## src/rtl/sram_arbiter.sv

```systemverilog
// sram_arbiter: round-robin arbiter that serialises NUM_CH CPU read/write requests onto a single
// asynchronous SRAM port. Each access holds the selected strobe low for ACCESS_CYCLES cycles, then
// spends one DONE cycle with both strobes high while the address is held, and pulses requestDone.
//
// Ports:
//   Clk, reset_n        clock (rising edge), asynchronous active-low reset
//   writeRequest        per-channel write request (level); wins over readRequest on the same channel
//   readRequest         per-channel read request (level)
//   addr_in, data_in    packed per-channel address / write data, channel i at [i*W +: W]
//   addressToSRAM       SRAM address, stable through ACCESS and DONE
//   sram_wdata          write data to the tristate buffer
//   sram_rdata          read data from the tristate buffer
//   sram_data_oe        tristate drive enable (1 = drive bus), only during a write access
//   SRAM_WE, SRAM_RE    active-low write / output enables
//   DataToCPUs          data of the last completed read, shared by all channels
//   requestDone         one-hot, one-cycle completion pulse
//   busy                high whenever the FSM is not idle
module sram_arbiter #(
   parameter int unsigned NUM_CH        = 5,
   parameter int unsigned ADDR_W        = 16,
   parameter int unsigned DATA_W        = 16,
   parameter int unsigned ACCESS_CYCLES = 2
) (
   input  logic                     Clk,
   input  logic                     reset_n,
   input  logic [NUM_CH-1:0]        writeRequest,
   input  logic [NUM_CH-1:0]        readRequest,
   input  logic [NUM_CH*ADDR_W-1:0] addr_in,
   input  logic [NUM_CH*DATA_W-1:0] data_in,
   output logic [ADDR_W-1:0]        addressToSRAM,
   output logic [DATA_W-1:0]        sram_wdata,
   input  logic [DATA_W-1:0]        sram_rdata,
   output logic                     sram_data_oe,
   output logic                     SRAM_WE,
   output logic                     SRAM_RE,
   output logic [DATA_W-1:0]        DataToCPUs,
   output logic [NUM_CH-1:0]        requestDone,
   output logic                     busy
);

   localparam int unsigned ChW  = (NUM_CH > 1) ? $clog2(NUM_CH) : 1;
   localparam int unsigned CntW = (ACCESS_CYCLES > 1) ? $clog2(ACCESS_CYCLES) : 1;

   if (ACCESS_CYCLES < 1) begin : g_bad_access_cycles
      $error("sram_arbiter: ACCESS_CYCLES must be at least 1");
   end
   if (NUM_CH < 2) begin : g_bad_num_ch
      $error("sram_arbiter: NUM_CH must be at least 2");
   end

   typedef enum logic [1:0] {StIdle, StAccess, StDone} state_e;

   state_e            state_q;
   logic [ChW-1:0]    ch_q;
   logic [ChW-1:0]    last_grant_q;
   logic              write_q;
   logic [CntW-1:0]   cnt_q;

   // Unpacked views of the packed per-channel buses.
   logic [ADDR_W-1:0] addr_arr [NUM_CH];
   logic [DATA_W-1:0] data_arr [NUM_CH];

   for (genvar g = 0; g < NUM_CH; g++) begin : g_unpack
      assign addr_arr[g] = addr_in[g*ADDR_W +: ADDR_W];
      assign data_arr[g] = data_in[g*DATA_W +: DATA_W];
   end

   logic [NUM_CH-1:0] req;
   logic              grant_valid;
   logic [ChW-1:0]    grant_ch;
   logic              grant_write;

   assign req = writeRequest | readRequest;

   // Round-robin search starting one past the last served channel, wrapping mod NUM_CH.
   always_comb begin
      logic [ChW-1:0] idx;
      idx         = '0;
      grant_valid = 1'b0;
      grant_ch    = '0;
      for (int unsigned i = 1; i <= NUM_CH; i++) begin
         idx = ChW'((32'(last_grant_q) + i) % NUM_CH);
         if (!grant_valid && req[idx]) begin
            grant_valid = 1'b1;
            grant_ch    = idx;
         end
      end
      grant_write = writeRequest[grant_ch];
   end

   always_ff @(posedge Clk or negedge reset_n) begin
      if (!reset_n) begin
         state_q       <= StIdle;
         ch_q          <= '0;
         last_grant_q  <= ChW'(NUM_CH - 1);
         write_q       <= 1'b0;
         cnt_q         <= '0;
         addressToSRAM <= '0;
         sram_wdata    <= '0;
         sram_data_oe  <= 1'b0;
         SRAM_WE       <= 1'b1;
         SRAM_RE       <= 1'b1;
         DataToCPUs    <= '0;
         requestDone   <= '0;
         busy          <= 1'b0;
      end else begin
         requestDone <= '0;
         unique case (state_q)
            StIdle: begin
               if (grant_valid) begin
                  ch_q          <= grant_ch;
                  write_q       <= grant_write;
                  addressToSRAM <= addr_arr[grant_ch];
                  if (grant_write) begin
                     sram_wdata <= data_arr[grant_ch];
                  end
                  SRAM_WE      <= ~grant_write;
                  SRAM_RE      <= grant_write;
                  sram_data_oe <= grant_write;
                  cnt_q        <= CntW'(ACCESS_CYCLES - 1);
                  busy         <= 1'b1;
                  state_q      <= StAccess;
               end
            end
            StAccess: begin
               if (cnt_q == '0) begin
                  // Read data is sampled on the same edge that releases the strobe.
                  if (!write_q) begin
                     DataToCPUs <= sram_rdata;
                  end
                  SRAM_WE           <= 1'b1;
                  SRAM_RE           <= 1'b1;
                  sram_data_oe      <= 1'b0;
                  requestDone[ch_q] <= 1'b1;
                  state_q           <= StDone;
               end else begin
                  cnt_q <= cnt_q - 1'b1;
               end
            end
            StDone: begin
               last_grant_q <= ch_q;
               busy         <= 1'b0;
               state_q      <= StIdle;
            end
            default: begin
               state_q <= StIdle;
            end
         endcase
      end
   end

endmodule

```

## config.mk

```make
export PLATFORM = sky130hd
export DESIGN_NAME = sram_arbiter
export DESIGN_NICKNAME = d
export VERILOG_FILES = /design/src/rtl/sram_arbiter.sv
export SDC_FILE = /design/constraint.sdc
export NUM_CORES = 1
export LEC_CHECK = 0
export ABC_AREA = 1
export BUFFER_PORTS_ARGS = -buffer_cell sky130_fd_sc_hd__buf_2
export CORE_MARGIN = 4
export CORE_UTILIZATION = 44
export CTS_BUF_LIST = sky130_fd_sc_hd__clkbuf_4 sky130_fd_sc_hd__clkbuf_8 sky130_fd_sc_hd__clkbuf_16
export DETAILED_ROUTE_END_ITERATION = 8
export PLACE_DENSITY = 0.89
export RECOVER_POWER = 50
export SYNTH_ARGS = -nofsm -noshare
export SYNTH_HDL_FRONTEND = slang
export SYNTH_SLANG_ARGS = --single-unit
export TNS_END_PERCENT = 100
```

## constraint.sdc

```tcl
create_clock -name Clk -period 3.8 [get_ports Clk]
set_clock_uncertainty 0.2 [all_clocks]
set_input_delay 0.38 -clock Clk [delete_from_list [all_inputs] [get_ports Clk]]
set_output_delay 0.38 -clock Clk [all_outputs]
set_load 0.05 [all_outputs]
```

==> metrics.txt, run 1 <==
status finished, violations left; failing checks capacitance limit, slew limit, setup timing; Setup crit start last_grant_q[1]; area of the multi-input gates 3960 sq um; R2R Path Start last_grant_q[1]; core footprint between 10000 and 15000 sq um; Max Fclk 0.234 GHz; Crit. End Element flip-flop; Syn Nets between 1k and 1.5k; final core occ between 70% and 80%; via count between 7k and 8k; FF/Latch Area between 1500 and 2000 sq um; I/O pins roughly 250; fin area roughly 9000 sq um; Synth area leader dfrtp_1; crit path kind flip-flop to flip-flop; clock buffer depth 2; Nets 1359; critical path launch point type flip-flop; final hold vios 0; critical path fanouts, max 7; htree depth 3; Post-synth EDFFs 0; RSZ-0062 raised after global routing true; CP Capture Point addressToSRAM[3]; CP dominant cell by count nand2_2; drt initial violations just under 800; root buf cell clkbuf_16; All-Layer GR Usage slightly below 30%; RR Endpoint addressToSRAM[3]; Seq/Total Area, Yosys a little under a third; chip height around 120 um; worst hold path class input pin to flip-flop; DRT Wirelength 27100 um; Arr. time, crit path 4.29 ns; Worst slew margin -38.2%; Rows 40; Worst EP required roughly 3.8 ns; Syn Inst Count roughly 830; router iterations before antenna repair 5; max incr delay on CP between 0.4 and 0.5 ns; most frequent cell after synthesis nand2_1; TritonCTS Buffers 9; Sink Count 67; top-area cell type share of the netlist area approximately 29%; fin crit share 112%; Max Cap Violations 1; Slew Limit Fails 39; dpl cell area about 7300 sq um; Netlist cell types 38; post-route ant nets 0; Synth area leaders dfrtp_1, nand2_1, nand3_1; Synth-to-Final Area Change 60.0%; Netlist Area Pre-Place 5470 sq um; CTS tree yes; setup TNS -13.00 ns; final setup fails 40; initial antenna violation count 3; Reg2Reg Depth 33; Synth Flop Type dfrtp_1; GP Congestion just under 1; clock slew seen by the registers of the worst setup and hold paths 0.07 ns; largest net degree at the start of global routing 39; share of cells above drive strength 1 around two fifths; Slowest-stage cell, CP dfrtp_2; drt drc 0; Overflow after GRT 0; post-DP HPWL about 15000 um; Final WS setup -0.473 ns; Yosys reg bits 67; first-pass GRT wire length 34000 um; vias in the first global route approximately 7.1k; worst slew pin tran around 2.1 ns; crit path time final ~4.3 ns; Initial Utilization between 40% and 50%; Clock Latency Late Sink between 0.3 and 0.4 ns; Avg WL per Cell 20.4 um; Port Buffer Count around 240; Via density roughly 6.0; async set or reset register ratio after synthesis 100%; Mapped Avg Cell Area around 6.6 sq um; Synth Warn # 0; die area 14300 sq um; commonest cells in the synthesized netlist nand2_1, nand3_1, dfrtp_1; DIE WIDTH around 120 um; flop-to-flop setup slack -0.47 ns; fill cell count ~850
what timing repair did:
| action | in CTS | in global routing |
|---|---|---|
| gates cloned | 5 | 7 |
| endpoints found under the hold margin | 34 | 0 |
| pin swaps | 29 | 28 |
| buffers inserted | 18 | 15 |
| hold buffers | 1 | 0 |
| endpoints found under the setup margin | 39 | 42 |
| gates resized for setup | 95 | 70 |
layout make-up:
| class | count | area share, % |
|---|---|---|
| tap | 168 | 2.40 |
| sequential | 67 | 19.2 |
| timing repair buffer | 348 | 26.1 |
| clock buffer | 9 | 2.58 |
| clock inverter | 7 | 0.787 |
| inverter | 74 | 3.53 |
| antenna | 2 | 0.0572 |
| multi-input combinational | 650 | 45.3 |
worst max-delay path, delay by kind of cell, from the launching register on:
family / cells / cell delay [ns]
AND/OR/NAND/NOR: 20 / 1.94
AO/OA/AOI/OAI: 2 / 0.17
adder cells (fa/ha/maj): 3 / 0.61
buffers and inverters: 7 / 0.57
flip-flops: 1 / 0.45
XOR/XNOR: 1 / 0.19
cell usage in the layout, fill, tap and decap left out, drive strengths merged, types with 2 or more instances in the layout:
cell type    n
inv         72
or2          2
clkinvlp     2
nor3         4
buf        293
clkbuf      63
ha          21
nand2      272
o22ai        7
diode        2
nor2        63
dfrtp       64
clkinv       6
xor2         5
dfstp        3
nand3b       5
xnor2        2
o21ai       65
nand4        6
a21oi       12
nand3      167
mux2        16
how the worst min path moves through the flow:
stage          cells past startpoint              to            from  slack [ns]
5_1_grt                            2   DataToCPUs[9]   sram_rdata[9]        0.08
3_3_place_gp                       2         SRAM_WE         SRAM_WE        0.25
3_5_place_dp                       2         SRAM_WE         SRAM_WE        0.26
4_1_cts                            2  DataToCPUs[13]  sram_rdata[13]        0.08
6_report                           2   DataToCPUs[7]   sram_rdata[7]        0.07
2_1_floorplan                      0   DataToCPUs[0]         reset_n       -0.12
sequential cells by signal, summed over array words and instances (netlist names):
signal / cells
write_q: 1
SRAM_WE: 1
sram_wdata: 16
ch_q: 3
sram_data_oe: 1
busy: 1
last_grant_q: 3
cnt_q: 1
requestDone: 5
addressToSRAM: 16
SRAM_RE: 1
state_q: 2
DataToCPUs: 16
per-layer routing:
layer,vias up,GRT usage (%),share of wire [%]
met3,240,6.60,11
met4,2,19.3,9.6
met1,3553,32.3,33
met2,737,50.8,46
li1,3361,-,-
met5,-,0,0.074
stage by stage:
step | std cells | setup slack, ns | hold WS, ns
6_report | 1325 | -0.473 | 0.0697
3_3_place_gp | 1263 | -0.0117 | 0.254
4_1_cts | 1301 | -0.0262 | 0.0753
3_5_place_dp | 1263 | -0.339 | 0.265
5_1_grt | 1325 | -0.710 | 0.0757
2_1_floorplan | 827 | 0.00549 | -0.116
logic make-up after synthesis:
family | synth area share, %
mux | 3.30
fa+ha+maj | 4.81
simple gates | 42.6
compound gates | 8.56
flops | 30.7
buf+inv | 8.86
xor+xnor | 1.12
Power of run 1 is left out: the tool's default activity adds up to more than one toggle a clock period on the data nets, which glitch-free logic cannot reach.
==> run 2, diff against run 1 <==
--- a/config.mk
+++ b/config.mk
@@ -11,8 +11,9 @@
 export CORE_UTILIZATION = 44
 export CTS_BUF_LIST = sky130_fd_sc_hd__clkbuf_4 sky130_fd_sc_hd__clkbuf_8 sky130_fd_sc_hd__clkbuf_16
 export DETAILED_ROUTE_END_ITERATION = 8
-export PLACE_DENSITY = 0.89
+export PLACE_DENSITY_LB_ADDON = 0.12
 export RECOVER_POWER = 50
+export SETUP_SLACK_MARGIN = 0.02
 export SYNTH_ARGS = -nofsm -noshare
 export SYNTH_HDL_FRONTEND = slang
 export SYNTH_SLANG_ARGS = --single-unit
==> metrics.txt, run 2 (synthesis gave the netlist of run 1 again) <==
worst hold path class input pin to flip-flop; Synth-to-Final Area Change 71.3%; Sink Count 67 (unchanged); most frequent cells in the layout buf_2, nand2_1, nand3_1; instance count on the critical path 31 (-6.1%); RSZ-0062 raised after global routing true; chip height 119 um (unchanged); critical path launch point type flip-flop; TritonCTS Buffers 9 (unchanged); All-Layer GR Usage 25.1% (-4.3 points); post-DP HPWL 14000 um (-8.8%); Worst slew margin 43.6% (+82 points); Worst EP required 3.87 ns (+0.05 ns); Max Fclk 0.246 GHz (+5.2%); Slowest-stage cell, CP dfrtp_2; final hold vios 0 (unchanged); core footprint 12100 sq um (unchanged); DIE WIDTH 119 um (unchanged); Final WS setup -0.262 ns (+0.211 ns); die area 14300 sq um (unchanged); hold_ws 0.0847 ns (+0.0150 ns); largest net degree at the start of global routing 68 (+74%); CTS tree yes; Slew Limit Fails 0 (-100%); drt initial violations 523 (-33%); Crit. End Element flip-flop; Rows 40 (unchanged); fin crit share 107% (-5.6 points); vias in the first global route 6312 (-11%); first-pass GRT wire length 29600 um (-13%); crit path time final 4.06 ns (-0.211 ns); diode count 0 (-2); Regs by FF count DataToCPUs: 16 flops, addressToSRAM: 16 flops, sram_wdata: 16 flops; crit path kind flip-flop to flip-flop; failing checks setup timing; area of the multi-input gates 4200 sq um (+6.0%); max incr delay on CP 0.45 ns (about the same); post-route ant nets 0 (unchanged); worst hold stages 2 (unchanged); GP Congestion 0.877 (-9.9%); critical path fanouts, max 6 (-1); Overflow after GRT 0 (unchanged); Port Buffer Count 244 (unchanged); share of cells above drive strength 1 50.8% (+9.8 points); worst slew pin tran 0.846 ns (-1.23 ns); root buf cell clkbuf_16; Arr. time, crit path 4.13 ns (-0.16 ns); Avg WL per Cell 16.4 um (-20%); I/O pins 245 (unchanged); Max Cap Violations 0 (-1); DRT Wirelength 22100 um (-18%); Post-Place Worst Slack -0.295 ns (+0.0433 ns); Via density 5.31 (-11%); clock slew seen by the registers of the worst setup and hold paths 0.06 ns (about the same); final setup fails 38 (-5.0%); commonest non-fill, non-tap cell in the layout buf_2; CP dominant cell by count nand2_1; via count 7151 (-9.4%); htree depth 3 (unchanged); status finished, violations left; Reg2Reg Depth 31 (-6.1%); router iterations before antenna repair 5 (unchanged); initial antenna violation count 1 (-2); drt drc 0 (unchanged); fill cell count 939 (+10%); Nets 1383 (+1.8%); Initial Utilization 45.1% (unchanged); worst path bufs/invs 6 (-1); delay-heaviest family, CP simple AND/OR/NAND/NOR gates; clock buffer depth 2 (unchanged); final core occ 77.3% (+5.1 points); Clock Latency Late Sink 0.32 ns (about the same); FF/Latch Area 1680 sq um (unchanged)
## run 2: changes by cell type in the layout (fill, tap and decap cells not counted), sizes merged
cell / previous run / this run
clkinv: 6 / 5
clkbuf: 63 / 26
nand2: 272 / 273
inv: 72 / 70
clkinvlp: 2 / 0
buf: 293 / 358
diode: 2 / 0
## run 2: worst paths after layout
kind,from,endpoint,slack (ns)
min in group asynchronous,reset_n,DataToCPUs[15],0.52
worst min-delay path,sram_rdata[12],DataToCPUs[12],0.08
worst max-delay path,last_grant_q[1],addressToSRAM[12],-0.26
worst max register to register,last_grant_q[1],addressToSRAM[12],-0.26
worst min register to register,sram_wdata[9],sram_wdata[9],0.28
max in group asynchronous,reset_n,last_grant_q[1],2.29
## run 2: repair_timing
action | in CTS | in global routing
endpoints found under the setup margin | 38 | 40
cloned | 4 | 13
resized for setup | 55 | 181
pin swaps | 20 | 83
hold buffers | 1 | 0
setup buffers | 10 | 23
hold endpoints to repair | 35 | 0
## run 2: per-stage QoR
| step | cells | TNS (ns) | area, sq um |
|---|---|---|---|
| 5_1_grt | 1347 | -13.73 | 9370 |
| 3_3_place_gp | 1280 | -5.86 | 7500 |
| 6_report | 1347 | -6.01 | 9370 |
| 2_1_floorplan | 827 | 0 | 5540 |
| 3_5_place_dp | 1280 | -7.40 | 7500 |
| 4_1_cts | 1311 | -0.343 | 8200 |
## run 2: final cells by class
type,count,share of cell area (%)
Multi-Input combinational cell,651,44.8
Inverter,74,3.47
Clock buffer,14,3.01
Timing Repair Buffer,371,28.1
Clock inverter,2,0.374
Sequential cell,67,18.0
Tap cell,168,2.24
## run 2: metal layers
| metal | up-vias | routed length, um | global-route usage (%) |
|---|---|---|---|
| li1 | 3404 | - | - |
| met1 | 3371 | 8430 | 30.0 |
| met2 | 321 | 11700 | 45.5 |
| met3 | 53 | 1320 | 4.46 |
| met4 | 2 | 699 | 8.09 |
| met5 | - | 13 | 0 |
Power of run 2 is left out for the same reason.
==> run 3, diff against run 2 <==
==> constraint.sdc (replaced) <==
create_clock -name Clk -period 3.45 [get_ports Clk]
set_clock_uncertainty 0.2 [all_clocks]
set_input_delay 0.345 -clock Clk [delete_from_list [all_inputs] [get_ports Clk]]
set_output_delay 0.345 -clock Clk [all_outputs]
set_load 0.05 [all_outputs]
==> metrics.txt, run 3 (synthesis gave the netlist of run 1 again) <==
first-pass GRT wire length 31700 um (+7.1%); fin crit share 118% (+12 points); met1 WL 8460 um (+0.37%); final setup fails 42 (+11%); clock slew seen by the registers of the worst setup and hold paths 0.06 ns (about the same); Synth-to-Final Area Change 66.7%; Regs by FF count DataToCPUs: 16 flops, addressToSRAM: 16 flops, sram_wdata: 16 flops; Nets 1385 (+0.14%); delay-heaviest family, CP simple AND/OR/NAND/NOR gates; CTS tree yes; via count 7196 (+0.63%); Sink Count 67 (unchanged); CP dominant cell by count nand3_2; share of cells above drive strength 1 46.4% (-4.4 points); die area 14300 sq um (unchanged); initial antenna violation count 1 (unchanged); largest net degree at the start of global routing 68 (unchanged); Slew Limit Fails 68 (+68); Arr. time, crit path 4.11 ns (-0.02 ns); clock buffer depth 2 (unchanged); drt drc 0 (unchanged); Via density 5.33 (+0.41%); worst hold path class input pin to flip-flop; post-route ant nets 0 (unchanged); Max Fclk 0.245 GHz (-0.62%); dpl cell area 7880 sq um (+5.1%); critical path fanouts, max 15 (+9); I/O pins 245 (unchanged); chip height 119 um (unchanged); Worst slew margin -12.9% (-57 points); worst slew pin tran 1.69 ns (+0.848 ns); setup TNS -22.31 ns (-16.30 ns); RSZ-0062 raised after global routing true; critical path launch point type flip-flop; max incr delay on CP 0.61 ns (+0.16 ns); worst path bufs/invs 4 (-2); status finished, violations left; Avg WL per Cell 16.5 um (+0.29%); Initial Utilization 45.1% (unchanged); met2 routed WL 10900 um (-6.2%); router iterations before antenna repair 7 (+2); Max Used Layer met4; crit path time final 4.09 ns (+0.0254 ns); DR WL met3 1740 um (+32%); Max Cap Violations 1 (+1); failing checks capacitance limit, slew limit, setup timing; All-Layer GR Usage 27.0% (+1.9 points); post-DP HPWL 15300 um (+9.5%); fin area 9110 sq um (-2.7%); Final WS setup -0.637 ns (-0.375 ns); Worst EP required 3.47 ns (-0.40 ns); commonest non-fill, non-tap cell in the layout nand2_1; DRT Wirelength 22200 um (+0.52%); Slowest-stage cell, CP dfstp_2; Crit. End Element flip-flop; Overflow after GRT 0 (unchanged); Port Buffer Count 244 (unchanged); TritonCTS Buffers 9 (unchanged); DIE WIDTH 119 um (unchanged); root buf cell clkbuf_16; Rows 40 (unchanged); GP Congestion 0.950 (+8.4%); htree depth 3 (unchanged); crit path kind flip-flop to flip-flop; Clock Latency Late Sink 0.33 ns (about the same); vias in the first global route 6671 (+5.7%); drt initial violations 498 (-4.8%); core footprint 12100 sq um (unchanged); final hold vios 0 (unchanged); most frequent cells in the layout nand2_1, buf_2, nand3_1
run 3: stage by stage:
| stage | hold WS, ns | std cells | util (%) | worst slack, ns |
|---|---|---|---|---|
| floorplan | -0.151 | 827 | - | -0.284 |
| global placement | 0.260 | 1309 | 65.1 | -0.409 |
| detailed placement | 0.260 | 1309 | 65.1 | -0.512 |
| CTS | 0.0346 | 1336 | 69.8 | -0.428 |
| global route | 0.0344 | 1350 | 75.3 | -0.835 |
| finish | 0.0378 | 1350 | 75.3 | -0.637 |
run 3: worst paths after layout:
path | startpoint | end | slack (ns) | depth (start not counted)
worst max-delay path | last_grant_q[2] | sram_wdata[6] | -0.64 | 25
max in group asynchronous | reset_n | last_grant_q[0] | 1.15 | 2
worst max register to register | last_grant_q[2] | sram_wdata[6] | -0.64 | 25
min in group asynchronous | reset_n | last_grant_q[1] | 0.80 | 2
worst min-delay path | sram_rdata[8] | DataToCPUs[8] | 0.04 | 2
worst min register to register | SRAM_WE | SRAM_WE | 0.28 | 2
run 3: layer usage:
layer  GRT usage [%]  vias up
met5               0        -
met4            11.0        0
met3            5.46       93
met2            46.0      400
met1            33.4     3288
li1                -     3415
run 3: worst reg2reg max path: cells and delay by family, from the launching register on:
| kind | cells | cell delay [ns] |
|---|---|---|
| and+or+nand+nor | 18 | 2.15 |
| DFF | 1 | 0.61 |
| buffers and inverters | 4 | 0.52 |
| AOI/OAI and AO/OA | 2 | 0.34 |
| adders and majority gates | 1 | 0.18 |
run 3: cell type report:
cell class                      instances  area [sq um]
Antenna cell                            1          2.50
Timing Repair Buffer                  374          2560
Sequential cell                        67          1680
Multi-Input combinational cell        650          4020
Clock inverter                          7           108
Fill cell                             962          3000
Clock buffer                            9           225
Tap cell                              168           210
Inverter                               74           309
run 3: timing repair:
action,4_1_cts,5_1_grt
gates cloned,3,7
hold buffers,1,0
endpoints found under the setup margin,42,42
pin swaps,10,50
hold endpoints to repair,64,0
setup buffers,7,7
resized for setup,28,120
Power of run 3 is left out for the same reason.
